### src/rtl/fifo_mc_pkg.sv
// Shared helpers for the multi-channel FIFO: derived widths and usedw bus slicing.
package fifo_mc_pkg;

  localparam int USEDW_BUS_MAX = 512;

  function automatic int chanWidth(input int channels);
    return (channels > 1) ? $clog2(channels) : 1;
  endfunction

  function automatic int usedwWidth(input int awidth);
    return awidth + 1;
  endfunction

  // Extracts channel ch's fill level from a (zero-extended) usedw bus.
  function automatic int usedwSlice(input logic [USEDW_BUS_MAX-1:0] bus, input int ch,
                                    input int awidth);
    logic [USEDW_BUS_MAX-1:0] shifted;
    int result;
    shifted = bus >> (ch * (awidth + 1));
    result  = 0;
    for (int b = 0; b <= awidth; b++) result[b] = shifted[b];
    return result;
  endfunction

endpackage

### src/rtl/fifo_mc_ram.sv
// Simple dual-port storage shared by all channels: one write port, one registered read port.
module fifo_mc_ram #(
  parameter int DWIDTH = 8,
  parameter int ABITS  = 6,
  parameter int DEPTH  = 64
) (
  input  logic              i_clk,
  input  logic              i_srst,
  input  logic              i_we,
  input  logic [ABITS-1:0]  i_waddr,
  input  logic [DWIDTH-1:0] i_wdata,
  input  logic              i_re,
  input  logic [ABITS-1:0]  i_raddr,
  output logic [DWIDTH-1:0] o_rdata
);

  logic [DWIDTH-1:0] r_mem [DEPTH];
  logic [DWIDTH-1:0] r_rdata;

  always_ff @(posedge i_clk) begin
    if (i_we) r_mem[i_waddr] <= i_wdata;
  end

  // Only the output register is cleared; it holds its value between reads.
  always_ff @(posedge i_clk) begin
    if (i_srst)    r_rdata <= '0;
    else if (i_re) r_rdata <= r_mem[i_raddr];
  end

  assign o_rdata = r_rdata;

endmodule

### src/rtl/fifo_mc.sv
// Multi-channel FIFO over one statically partitioned dual-port memory.
// Optional sticky overflow/underflow flags: define FIFO_MC_ERR_FLAGS_EN.
module fifo_mc
  import fifo_mc_pkg::*;
#(
  parameter int DWIDTH             = 8,
  parameter int AWIDTH             = 4,
  parameter int CHANNELS           = 4,
  parameter int ALMOST_FULL_VALUE  = 12,
  parameter int ALMOST_EMPTY_VALUE = 2,
  localparam int CHW = chanWidth(CHANNELS),
  localparam int UW  = usedwWidth(AWIDTH)
) (
  input  logic                   clk_i,
  input  logic                   srst_i,
  input  logic [DWIDTH-1:0]      data_i,
  input  logic                   wrreq_i,
  input  logic [CHW-1:0]         wr_ch_i,
  input  logic                   rdreq_i,
  input  logic [CHW-1:0]         rd_ch_i,
  output logic [DWIDTH-1:0]      q_o,
  output logic                   rd_valid_o,
  output logic [CHANNELS-1:0]    empty_o,
  output logic [CHANNELS-1:0]    full_o,
  output logic [CHANNELS*UW-1:0] usedw_o,
  output logic [CHANNELS-1:0]    almost_full_o,
  output logic [CHANNELS-1:0]    almost_empty_o,
  output logic [CHANNELS-1:0]    ovf_o,
  output logic [CHANNELS-1:0]    udf_o
);

  localparam logic [UW-1:0] FULL_LVL = {1'b1, {AWIDTH{1'b0}}};
  localparam logic [UW-1:0] AF_LVL   = UW'(ALMOST_FULL_VALUE);
  localparam logic [UW-1:0] AE_LVL   = UW'(ALMOST_EMPTY_VALUE);

  logic [UW-1:0]         r_wrPtr [CHANNELS];
  logic [UW-1:0]         r_rdPtr [CHANNELS];
  logic [UW-1:0]         w_usedw [CHANNELS];
  logic [CHANNELS-1:0]   w_wrHit;
  logic [CHANNELS-1:0]   w_rdHit;
  logic [CHW+AWIDTH-1:0] w_wrAddr;
  logic [CHW+AWIDTH-1:0] w_rdAddr;
  logic                  w_wrAcc;
  logic                  w_rdAcc;
  logic                  r_rdValid;

  // Flags come from the registered pointers, so acceptance never sees a same-cycle update.
  always_comb begin
    empty_o        = '0;
    full_o         = '0;
    almost_full_o  = '0;
    almost_empty_o = '0;
    usedw_o        = '0;
    w_wrHit        = '0;
    w_rdHit        = '0;
    w_wrAddr       = '0;
    w_rdAddr       = '0;
    for (int c = 0; c < CHANNELS; c++) begin
      w_usedw[c]               = r_wrPtr[c] - r_rdPtr[c];
      empty_o[c]               = (w_usedw[c] == '0);
      full_o[c]                = (w_usedw[c] == FULL_LVL);
      almost_full_o[c]         = (w_usedw[c] >= AF_LVL);
      almost_empty_o[c]        = (w_usedw[c] < AE_LVL);
      usedw_o[c*UW +: UW]      = w_usedw[c];
      if (!srst_i && wrreq_i && (wr_ch_i == CHW'(c))) begin
        w_wrHit[c] = ~full_o[c];
        w_wrAddr   = {CHW'(c), r_wrPtr[c][AWIDTH-1:0]};
      end
      if (!srst_i && rdreq_i && (rd_ch_i == CHW'(c))) begin
        w_rdHit[c] = ~empty_o[c];
        w_rdAddr   = {CHW'(c), r_rdPtr[c][AWIDTH-1:0]};
      end
    end
  end

  assign w_wrAcc = |w_wrHit;
  assign w_rdAcc = |w_rdHit;

  always_ff @(posedge clk_i) begin
    for (int c = 0; c < CHANNELS; c++) begin
      if (srst_i) begin
        r_wrPtr[c] <= '0;
        r_rdPtr[c] <= '0;
      end else begin
        if (w_wrHit[c]) r_wrPtr[c] <= r_wrPtr[c] + UW'(1);
        if (w_rdHit[c]) r_rdPtr[c] <= r_rdPtr[c] + UW'(1);
      end
    end
  end

  always_ff @(posedge clk_i) begin
    if (srst_i) r_rdValid <= 1'b0;
    else        r_rdValid <= w_rdAcc;
  end

  // Gating with reset kills a valid pulse that would otherwise land inside a reset cycle.
  assign rd_valid_o = r_rdValid & ~srst_i;

  fifo_mc_ram #(
    .DWIDTH (DWIDTH),
    .ABITS  (CHW + AWIDTH),
    .DEPTH  (CHANNELS * (2 ** AWIDTH))
  ) u_ram (
    .i_clk   (clk_i),
    .i_srst  (srst_i),
    .i_we    (w_wrAcc),
    .i_waddr (w_wrAddr),
    .i_wdata (data_i),
    .i_re    (w_rdAcc),
    .i_raddr (w_rdAddr),
    .o_rdata (q_o)
  );

`ifdef FIFO_MC_ERR_FLAGS_EN
  logic [CHANNELS-1:0] w_ovfSet;
  logic [CHANNELS-1:0] w_udfSet;
  logic [CHANNELS-1:0] r_ovf;
  logic [CHANNELS-1:0] r_udf;

  always_comb begin
    w_ovfSet = '0;
    w_udfSet = '0;
    for (int c = 0; c < CHANNELS; c++) begin
      w_ovfSet[c] = !srst_i && wrreq_i && (wr_ch_i == CHW'(c)) && full_o[c];
      w_udfSet[c] = !srst_i && rdreq_i && (rd_ch_i == CHW'(c)) && empty_o[c];
    end
  end

  always_ff @(posedge clk_i) begin
    if (srst_i) begin
      r_ovf <= '0;
      r_udf <= '0;
    end else begin
      r_ovf <= r_ovf | w_ovfSet;
      r_udf <= r_udf | w_udfSet;
    end
  end

  assign ovf_o = r_ovf;
  assign udf_o = r_udf;
`else
  assign ovf_o = '0;
  assign udf_o = '0;
`endif

endmodule

### config.mk
export PLATFORM = sky130hd
export DESIGN_NAME = fifo_mc
export DESIGN_NICKNAME = d
export VERILOG_FILES = /design/src/rtl/fifo_mc_pkg.sv /design/src/rtl/fifo_mc_ram.sv /design/src/rtl/fifo_mc.sv
export SDC_FILE = /design/constraint.sdc
export NUM_CORES = 1
export LEC_CHECK = 0
export ABC_AREA = 1
export BUFFER_PORTS_ARGS = -buffer_cell sky130_fd_sc_hd__buf_4
export CAP_MARGIN = 20
export CORE_AREA = 2 2 237 239
export DETAILED_ROUTE_END_ITERATION = 8
export DIE_AREA = 0 0 239 241
export GPL_TIMING_DRIVEN = 0
export HOLD_SLACK_MARGIN = 0.12
export SLEW_MARGIN = 10
export SYNTH_ARGS = -nofsm -noshare
export SYNTH_HDL_FRONTEND = slang
export SYNTH_HIERARCHICAL = 1
export SYNTH_SLANG_ARGS = --single-unit
### constraint.sdc
create_clock -name clk_i -period 3.81 [get_ports clk_i]
set_clock_uncertainty 0.1 [all_clocks]
set_input_delay 0.5715 -clock clk_i [delete_from_list [all_inputs] [get_ports clk_i]]
set_output_delay 0.5715 -clock clk_i [all_outputs]
set_load 0.1 [all_outputs]
==> results.sh, run 1 <==
export IMPL_outcome="finished, final reports clean"
export IMPL_synth_top_area_frac=0.6778
export IMPL_cp_max_fo=10
export IMPL_maxCapViolations=0
export IMPL_grt_pass1_vias=16592
export IMPL_ys_seq_elements=561
export IMPL_cts_htree_levels=2
export IMPL_yosysTopAreaCell="edfxtp_1"
export IMPL_regToRegStartpoint="r_wrPtr[3][0]"
export IMPL_final_common_cell="nand2_1"
export IMPL_cp_startpoint="srst_i"
export IMPL_grt_max_degree=65
export IMPL_crit_type="input port to flip-flop"
export IMPL_setup_viol=0
export IMPL_synth_enable_flop_cells=552
export IMPL_clk_path_buf_depth=3
export IMPL_final_nets=2400
export IMPL_min_to="r_rdValid"
export IMPL_leakage_nw=10.43
export IMPL_cts_tree="done"
export IMPL_synthFlopType="edfxtp_1"
export IMPL_die_h_um=241
export IMPL_startpoint_type="input port"
export IMPL_holdPathStages=5
export IMPL_end_kind="flip-flop"
export IMPL_chipWidth_um=239
export IMPL_cp_arrival_ns=4.11
export IMPL_wl_mm=68.82
export IMPL_core_area_um2=54880
export IMPL_dpl_cell_count=2982
export IMPL_syn_inst=2211
export IMPL_diodes=0
export IMPL_whs_ns=0.4309
export IMPL_drive_above_1_share=0.1437
export IMPL_avgSynthCellArea_um2=11.06
export IMPL_power_density_nw_per_um2=502.4
export IMPL_drt_first_iter_violations=1887
export IMPL_r2r_slack_ns=0.26
export IMPL_worstMarginPinSlew_ns=0.9087
export IMPL_finalHoldViolCount=0
export IMPL_multi_input_area_um2=7051
export IMPL_cts_hold_buf=0
export IMPL_min_delay_start="rd_ch_i[1]"
export IMPL_ys_warn_count=6
export IMPL_vias=17261
export IMPL_hpwl_mm=45.85
export IMPL_crit_required_ns=4.28
export IMPL_ff_latch_area_um2=16760
export IMPL_r2r_cells=15
export IMPL_fin_crit_sh=0.9550
export IMPL_relSlewSlack=0.3925
export IMPL_timing_rr_end="u_ram/r_mem[46][6]"
export IMPL_fmax_mhz=274.8
export IMPL_rsz0062_at_grt="false"
export IMPL_ys_types=34
export IMPL_period_minus_slack_ns=3.639
export IMPL_viasPerCell=5.559
export IMPL_fin_cells=3105
export IMPL_syn_to_final_growth_pct=15.54
export IMPL_grt_overflow_total=0
export IMPL_antenna_found_initial=0
export IMPL_final_cell_mix="nand2_1, edfxtp_1, nand3_1"
export IMPL_grt_pass1_wl_mm=102.3
export IMPL_yosys_top_cells_area="edfxtp_1, nand3_1, nand2_1, nor2_1, buf_4"
export IMPL_fillers=4814
export IMPL_yosysSeqAreaShare=0.6852
export IMPL_groute_usage_overall=0.2414
export IMPL_report_final_slew_viol_count=0
export IMPL_start_util=0.4456
export IMPL_place_port_buffers=60
export IMPL_routabilityCongestion=0.9866
export IMPL_wl_per_cell_um=22.16
export IMPL_route_detailed_drc=0
export IMPL_pin_count=69
export IMPL_worstHoldPathType="input port to flip-flop"
export IMPL_netlist_area_um2=24460
export IMPL_rows=86
export IMPL_peakVddDrop_v=0.0003503
export IMPL_cts_sinks=561
export IMPL_dieArea_um2=57600
export IMPL_clk_pin_slew_worst_paths_ns=0.06
export IMPL_insertion_delay_ns=0.61
export IMPL_async_flop_share=0
export IMPL_cts_buffers=58
export IMPL_postRouteAntennaNets=0
export IMPL_cts_root_buf="clkbuf_16"
export IMPL_firstDrtPassIters=5
==> sequential cells by signal (all words and copies together), names as in the netlist <==
register	count
r_rdValid	1
u_ram/r_mem	512
r_rdPtr	20
r_wrPtr	20
u_ram/o_rdata	8
==> area by class of cell <==
type                       count  share of cell area
clock inverter                29             0.01204
sequential                   561              0.5930
clock buffer                  76             0.05451
buffer                       124             0.02573
inverter                      93             0.01244
tap                          704             0.03117
multi-input combinational   1440              0.2495
timing repair buffer          78             0.02161
==> per-layer routing <==
metal	track usage	vias up	share of wire	wire (um)
li1	-	7967	-	-
met1	0.3373	8453	0.43	29490
met2	0.3861	715	0.46	31750
met3	0.03797	126	0.081	5546
met4	0.08428	0	0.029	2027
met5	0	-	0	0
==> worst max-delay path, cell delays in order <==
cell and delay [ns]:
buf_4 0.14, inv_2 0.22, nand2_1 0.17, nor3_1 0.37
inv_1 0.15, o21ai_0 0.60, buf_2 0.40, buf_1 0.57
nand3_1 0.27, nand3_1 0.18, nand2_1 0.09, nand2_1 0.07
nand3_1 0.09, nand3_1 0.10, nand2_1 0.05, inv_1 0.04
==> worst max-delay path by stage <==
stage	to	cells past startpoint	slack, ns
after floorplan	almost_empty_o[0]	7	-0.45
after global placement	u_ram/r_mem[16][2]	12	-0.78
after detailed placement	u_ram/r_mem[3][0]	11	-0.82
after CTS	u_ram/r_mem[31][7]	15	0.07
after global routing	u_ram/o_rdata[6]	16	0.003
final	u_ram/o_rdata[6]	16	0.17
==> where the power goes <==
part	switching [mW]	leakage, nW	internal [mW]
clock	2.31	0.918	3.37
sequential	0.0482	5.09	6.83
combinational	1.28	4.42	0.366
==> synth_stat cells, drive strengths merged, types with 9 or more instances <==
master and n:
xor2 16, dfxtp 9, ha 24, nor4 12
nand2 656, buf 104, nand3 511, nand4 15
clkbuf 20, a21oi 14, nor2 144, edfxtp 552
o21ai 10, xnor2 14, inv 93
==> stage by stage <==
stage	area (um^2)	worst slack (ns)	total power [mW]	util	setup TNS [ns]
3_3_place_gp	26060	-0.7800	8.597	0.4748	-288.35
5_1_grt	28260	0.003432	14.61	0.5149	0
6_report	28260	0.1715	14.20	0.5149	0
4_1_cts	28200	0.06825	14.25	0.5139	0
3_5_place_dp	26060	-0.8243	8.620	0.4748	-321.89
2_1_floorplan	24730	-0.4487	8.123	-	-21.28
==> cell families after synthesis <==
group | synth area share
compound gates | 0.006702
xor+xnor | 0.01136
fa+ha+maj | 0.01555
buf+inv | 0.04369
flops | 0.6852
other cells | 0.0001533
simple gates | 0.2374
==> timing repair <==
| item | CTS | global route |
|---|---|---|
| pin swaps | 1 | 0 |
| setup buffers | 18 | 0 |
| gates resized for setup | 34 | 20 |
| endpoints found under the setup margin | 512 | 333 |
(Power assumes the default switching activity.)
==> run 2, diff against run 1 <==
--- a/config.mk
+++ b/config.mk
@@ -9,6 +9,7 @@
 export BUFFER_PORTS_ARGS = -buffer_cell sky130_fd_sc_hd__buf_4
 export CAP_MARGIN = 20
 export CORE_AREA = 2 2 237 239
+export CTS_BUF_LIST = sky130_fd_sc_hd__clkbuf_8
 export DETAILED_ROUTE_END_ITERATION = 8
 export DIE_AREA = 0 0 239 241
 export GPL_TIMING_DRIVEN = 0
==> results.sh, run 2 (synthesized netlist as in run 1, its figures left out) <==
export IMPL_cts_tree="done"
export IMPL_peakVddDrop_v=0.0004075
export IMPL_critPathMaxStageDelay_ns=0.65
export IMPL_grt_max_degree=65
export IMPL_start_util=0.4456
export IMPL_dieArea_um2=57600
export IMPL_maxCapViolations=0
export IMPL_report_final_slew_viol_count=0
export IMPL_end_kind="flip-flop"
export IMPL_cts_sinks=561
export IMPL_core_area_um2=54880
export IMPL_rows=86
export IMPL_wl_mm=69.33
export IMPL_wl_per_cell_um=21.84
export IMPL_grt_overflow_total=0
export IMPL_clk_path_buf_depth=3
export IMPL_cts_buffers=93
export IMPL_cts_root_buf="clkbuf_8"
export IMPL_diodes=0
export IMPL_power_density_nw_per_um2=477.5
export IMPL_outcome="finished, final reports clean"
export IMPL_routabilityCongestion=0.9866
export IMPL_rsz0062_at_grt="false"
export IMPL_worstHoldPathType="input port to flip-flop"
export IMPL_dpl_cell_count=2982
export IMPL_worstMarginPinSlew_ns=0.9261
export IMPL_syn_to_final_growth_pct=14.96
export IMPL_insertion_delay_ns=0.69
export IMPL_worstPathCellList="buf_4 -> inv_2 -> nand2_1 -> nor3_1 -> inv_1 -> o21ai_0 -> buf_2 -> buf_1 -> nand3_1 -> nand3_1 -> nand2_1 -> nand2_1 -> nand3_1 -> nand3_1 -> nand2_1 -> inv_1"
export IMPL_crit_type="input port to flip-flop"
export IMPL_fmax_mhz=271.7
export IMPL_relSlewSlack=0.3809
export IMPL_die_h_um=241
export IMPL_grt_pass1_wl_mm=103.0
export IMPL_r2r_slack_ns=0.28
export IMPL_hpwl_mm=45.85
export IMPL_setup_viol=0
export IMPL_drt_first_iter_violations=1795
export IMPL_postRouteAntennaNets=0
export IMPL_grt_pass1_vias=16962
export IMPL_final_common_cell="nand2_1"
export IMPL_period_minus_slack_ns=3.680
export IMPL_timing_setup_tns_ns=0
export IMPL_groute_usage_overall=0.2442
export IMPL_startpoint_type="input port"
export IMPL_viasPerCell=5.537
export IMPL_largest_reg_flops=512
export IMPL_fillers=4887
export IMPL_cp_max_fo=10
export IMPL_firstDrtPassIters=6
export IMPL_fin_crit_sh=0.9660
export IMPL_fin_cells=3174
export IMPL_place_port_buffers=60
export IMPL_crit_required_ns=4.33
export IMPL_finalPower_mw=13.42
export IMPL_crit_buf_inv=6
export IMPL_cp_arrival_ns=4.20
export IMPL_critPathSlowestCell="o21ai_0"
export IMPL_cpLargestDelayFamily="buffers and inverters"
export IMPL_cts_htree_levels=3
export IMPL_chipWidth_um=239
export IMPL_leakage_nw=10.50
export IMPL_reg_largest_list="u_ram/r_mem (512), r_rdPtr (20), r_wrPtr (20)"
export IMPL_finalHoldViolCount=0
export IMPL_vias=17574
export IMPL_drive_above_1_share=0.1579
export IMPL_whs_ns=0.3591
export IMPL_antenna_found_initial=0
export IMPL_pin_count=69
export IMPL_clk_pin_slew_worst_paths_ns=0.06
export IMPL_final_core_util=0.5123
export IMPL_final_nets=2437
export IMPL_top_register="u_ram/r_mem"
export IMPL_final_cell_mix="nand2_1, edfxtp_1, nand3_1"
export IMPL_route_detailed_drc=0
==> run 2: changes by cell type in the layout (fill, tap and decap cells not counted), sizes merged <==
cell	delta
clkbuf	+22
inv	+28
buf	+2
clkinv	+21
clkinvlp	+2
bufinv	-6
==> run 2: final timing paths <==
check / from / endpoint / depth (start not counted)
setup / recovery: srst_i / u_ram/o_rdata[6] / 16
hold / removal: rd_ch_i[1] / r_rdValid / 5
setup reg to reg: r_wrPtr[3][0] / u_ram/r_mem[52][2] / 15
hold reg to reg: r_wrPtr[0][0] / r_wrPtr[0][0] / 1
==> run 2: what timing repair did <==
action	CTS	global route
resized for setup	36	23
pin swaps	1	0
hold buffers	0	0
buffers inserted	20	0
setup endpoints to repair	512	374
==> run 2: cell type report <==
cell class / instances / area [um^2] / area share
timing repair buffer: 80 / 625.6 / 0.02225
sequential: 561 / 16760 / 0.5960
multi-input combinational: 1440 / 7063 / 0.2512
clock inverter: 74 / 362.8 / 0.01291
clock buffer: 98 / 1349 / 0.04797
buffer: 124 / 726.9 / 0.02586
inverter: 93 / 351.6 / 0.01251
tap: 704 / 880.8 / 0.03133
==> run 2: tightest hold or removal path: stages <==
cell and delay, ns:
buf_4 0.09, nand2_1 0.09, nor2_1 0.22, nor2_2 0.09, nand2_1 0.05
==> run 2: stage by stage <==
stage	worst slack [ns]	instance area, um^2
after CTS	0.05680	28050
after global placement	-0.7800	26060
after global routing	0.02113	28120
after floorplan	-0.4487	24730
final	0.1297	28120
after detailed placement	-0.8243	26060
==> run 2: power by group <==
group | internal (mW) | leakage (nW) | total (mW) | switching [mW]
Clock | 2.51 | 0.980 | 4.90 | 2.39
Sequential | 6.83 | 5.09 | 6.88 | 0.0478
Combinational | 0.366 | 4.42 | 1.65 | 1.28
==> run 2: layer usage <==
metal / global-route usage / up-vias / share of wire
met5: 0 / - / 0
met4: 0.1008 / 0 / 0.035
met3: 0.04598 / 141 / 0.087
met2: 0.3828 / 781 / 0.46
met1: 0.3363 / 8588 / 0.42
li1: - / 8064 / -
==> run 3, diff against run 2 <==
==> constraint.sdc (replaced) <==
create_clock -name clk_i -period 4.35 [get_ports clk_i]
set_clock_uncertainty 0.1 [all_clocks]
set_input_delay 0.6525 -clock clk_i [delete_from_list [all_inputs] [get_ports clk_i]]
set_output_delay 0.6525 -clock clk_i [all_outputs]
set_load 0.1 [all_outputs]
==> results.sh, run 3 (synthesized netlist as in run 1, its figures left out) <==
export IMPL_fmax_mhz=226.9
export IMPL_finalHoldViolCount=0
export IMPL_cts_tree="done"
export IMPL_routabilityCongestion=0.9859
export IMPL_grt_pass1_vias=16715
export IMPL_largest_reg_flops=512
export IMPL_postRouteAntennaNets=0
export IMPL_cts_hold_buf=0
export IMPL_crit_type="flip-flop to flip-flop"
export IMPL_grt_max_degree=65
export IMPL_dpl_cell_count=2982
export IMPL_finalWorstSetupSlack_ns=-0.05784
export IMPL_worstPathCellList="inv_1 -> ha_1 -> inv_1 -> fa_2 -> nand3_1 -> nand2_1 -> xnor2_1 -> nor2_1 -> nor2_1 -> nor2_1 -> nand2_1 -> clkbuf_1 -> nand4_1 -> nor2_1"
export IMPL_drt_first_iter_violations=1842
export IMPL_final_nets=2431
export IMPL_pin_count=69
export IMPL_critPathMostFrequentCell="nor2_1"
export IMPL_violations="setup timing"
export IMPL_antenna_found_initial=1
export IMPL_syn_to_final_growth_pct=13.94
export IMPL_setup_viol=24
export IMPL_cts_sinks=561
export IMPL_whs_ns=0.3961
export IMPL_crit_buf_inv=3
export IMPL_dieArea_um2=57600
export IMPL_leakage_nw=10.46
export IMPL_reg_largest_list="u_ram/r_mem (512), r_rdPtr (20), r_wrPtr (20)"
export IMPL_cpLargestDelayFamily="simple AND/OR/NAND/NOR gates"
export IMPL_fillers=4908
export IMPL_worstMarginPinSlew_ns=1.053
export IMPL_core_area_um2=54880
export IMPL_end_kind="flip-flop"
export IMPL_clk_pin_slew_worst_paths_ns=0.06
export IMPL_start_util=0.4456
export IMPL_fin_cells=3167
export IMPL_groute_usage_overall=0.2423
export IMPL_startpoint_type="flip-flop"
export IMPL_critPathMaxStageDelay_ns=0.91
export IMPL_final_cell_mix="nand2_1, edfxtp_1, nand3_1"
export IMPL_chipWidth_um=239
export IMPL_cts_htree_levels=3
export IMPL_worstHoldPathType="input port to flip-flop"
export IMPL_cp_arrival_ns=4.62
export IMPL_grt_pass1_wl_mm=102.0
export IMPL_vias=17474
export IMPL_top_register="u_ram/r_mem"
export IMPL_relSlewSlack=0.2924
export IMPL_report_final_slew_viol_count=0
export IMPL_wl_per_cell_um=21.93
export IMPL_crit_required_ns=4.56
export IMPL_critPathSlowestCell="nor2_1"
export IMPL_die_h_um=241
export IMPL_drive_above_1_share=0.1491
export IMPL_place_port_buffers=60
export IMPL_grt_overflow_total=0
export IMPL_period_minus_slack_ns=4.408
export IMPL_viasPerCell=5.518
export IMPL_maxCapViolations=0
export IMPL_rsz0062_at_grt="true"
export IMPL_fin_crit_sh=1.013
export IMPL_power_density_nw_per_um2=423.0
export IMPL_peakVddDrop_v=0.0003166
export IMPL_hpwl_mm=45.78
export IMPL_finalPower_mw=11.79
export IMPL_final_core_util=0.5078
export IMPL_route_detailed_drc=0
export IMPL_cts_buffers=94
export IMPL_outcome="finished with violations"
export IMPL_final_common_cell="nand2_1"
export IMPL_cp_max_fo=9
export IMPL_insertion_delay_ns=0.68
export IMPL_clk_path_buf_depth=3
export IMPL_wl_mm=69.44
export IMPL_rows=86
export IMPL_firstDrtPassIters=5
export IMPL_cts_root_buf="clkbuf_8"
## run 3: cell count changes in the layout (fill, tap and decap cells not counted), sizes merged
cell,delta
buf,-7
clkinv,-11
clkinvlp,-1
inv,+6
bufinv,-1
clkbuf,+6
diode,+1
## run 3: path summary, 6_finish.rpt
kind                    start           endpoint  slack (ns)  depth (start not counted)
max reg2reg     r_wrPtr[3][0]  u_ram/r_mem[7][1]       -0.06                         14
min                rd_ch_i[1]          r_rdValid        0.40                          5
min reg2reg  u_ram/o_rdata[5]   u_ram/o_rdata[5]        0.49                          4
max             r_wrPtr[3][0]  u_ram/r_mem[7][1]       -0.06                         14
## run 3: per-layer routing
metal	share of wire	GRT usage	wire length (um)
met1	0.43	0.3387	30010
met2	0.46	0.3854	31970
met3	0.081	0.03935	5618
met4	0.026	0.08674	1838
met5	0	0	0
## run 3: final cells by class
cell class,instances,area [um^2],share of cell area
diodes,1,2.502,0.00008980
plain buffers,124,716.9,0.02573
clock buffers,104,1431,0.05137
clock inverters,67,301.5,0.01082
inverters,93,351.6,0.01262
multi-input cells,1440,6864,0.2463
flip-flops and latches,561,16760,0.6013
well taps,704,880.8,0.03161
repair buffers,73,560.5,0.02012
## run 3: through the flow
step / TNS [ns] / instance area, um^2 / setup slack, ns
after CTS: -17.53 / 27680 / -0.1440
after detailed placement: -35.63 / 25910 / -0.2590
after global placement: -13.65 / 25910 / -0.1508
after floorplan: -0.04865 / 24580 / -0.04085
final: -1.162 / 27870 / -0.05784
after global routing: -19.30 / 27870 / -0.2454
## run 3: what timing repair did
item,in CTS,in global routing
pin swaps,1,6
gates resized for setup,15,28
setup endpoints to repair,260,512
setup buffers,0,13
## run 3: where the power goes
group | internal (mW) | total (mW) | switching, mW
Sequential | 5.98 | 6.02 | 0.0388
Clock | 2.24 | 4.35 | 2.10
Combinational | 0.313 | 1.42 | 1.11
## run 3: worst min-delay path, stage by stage
cell and delay [ns]:
buf_4 0.12, nand2_1 0.08, nor2_1 0.08, nor2_2 0.13, nand2_1 0.07
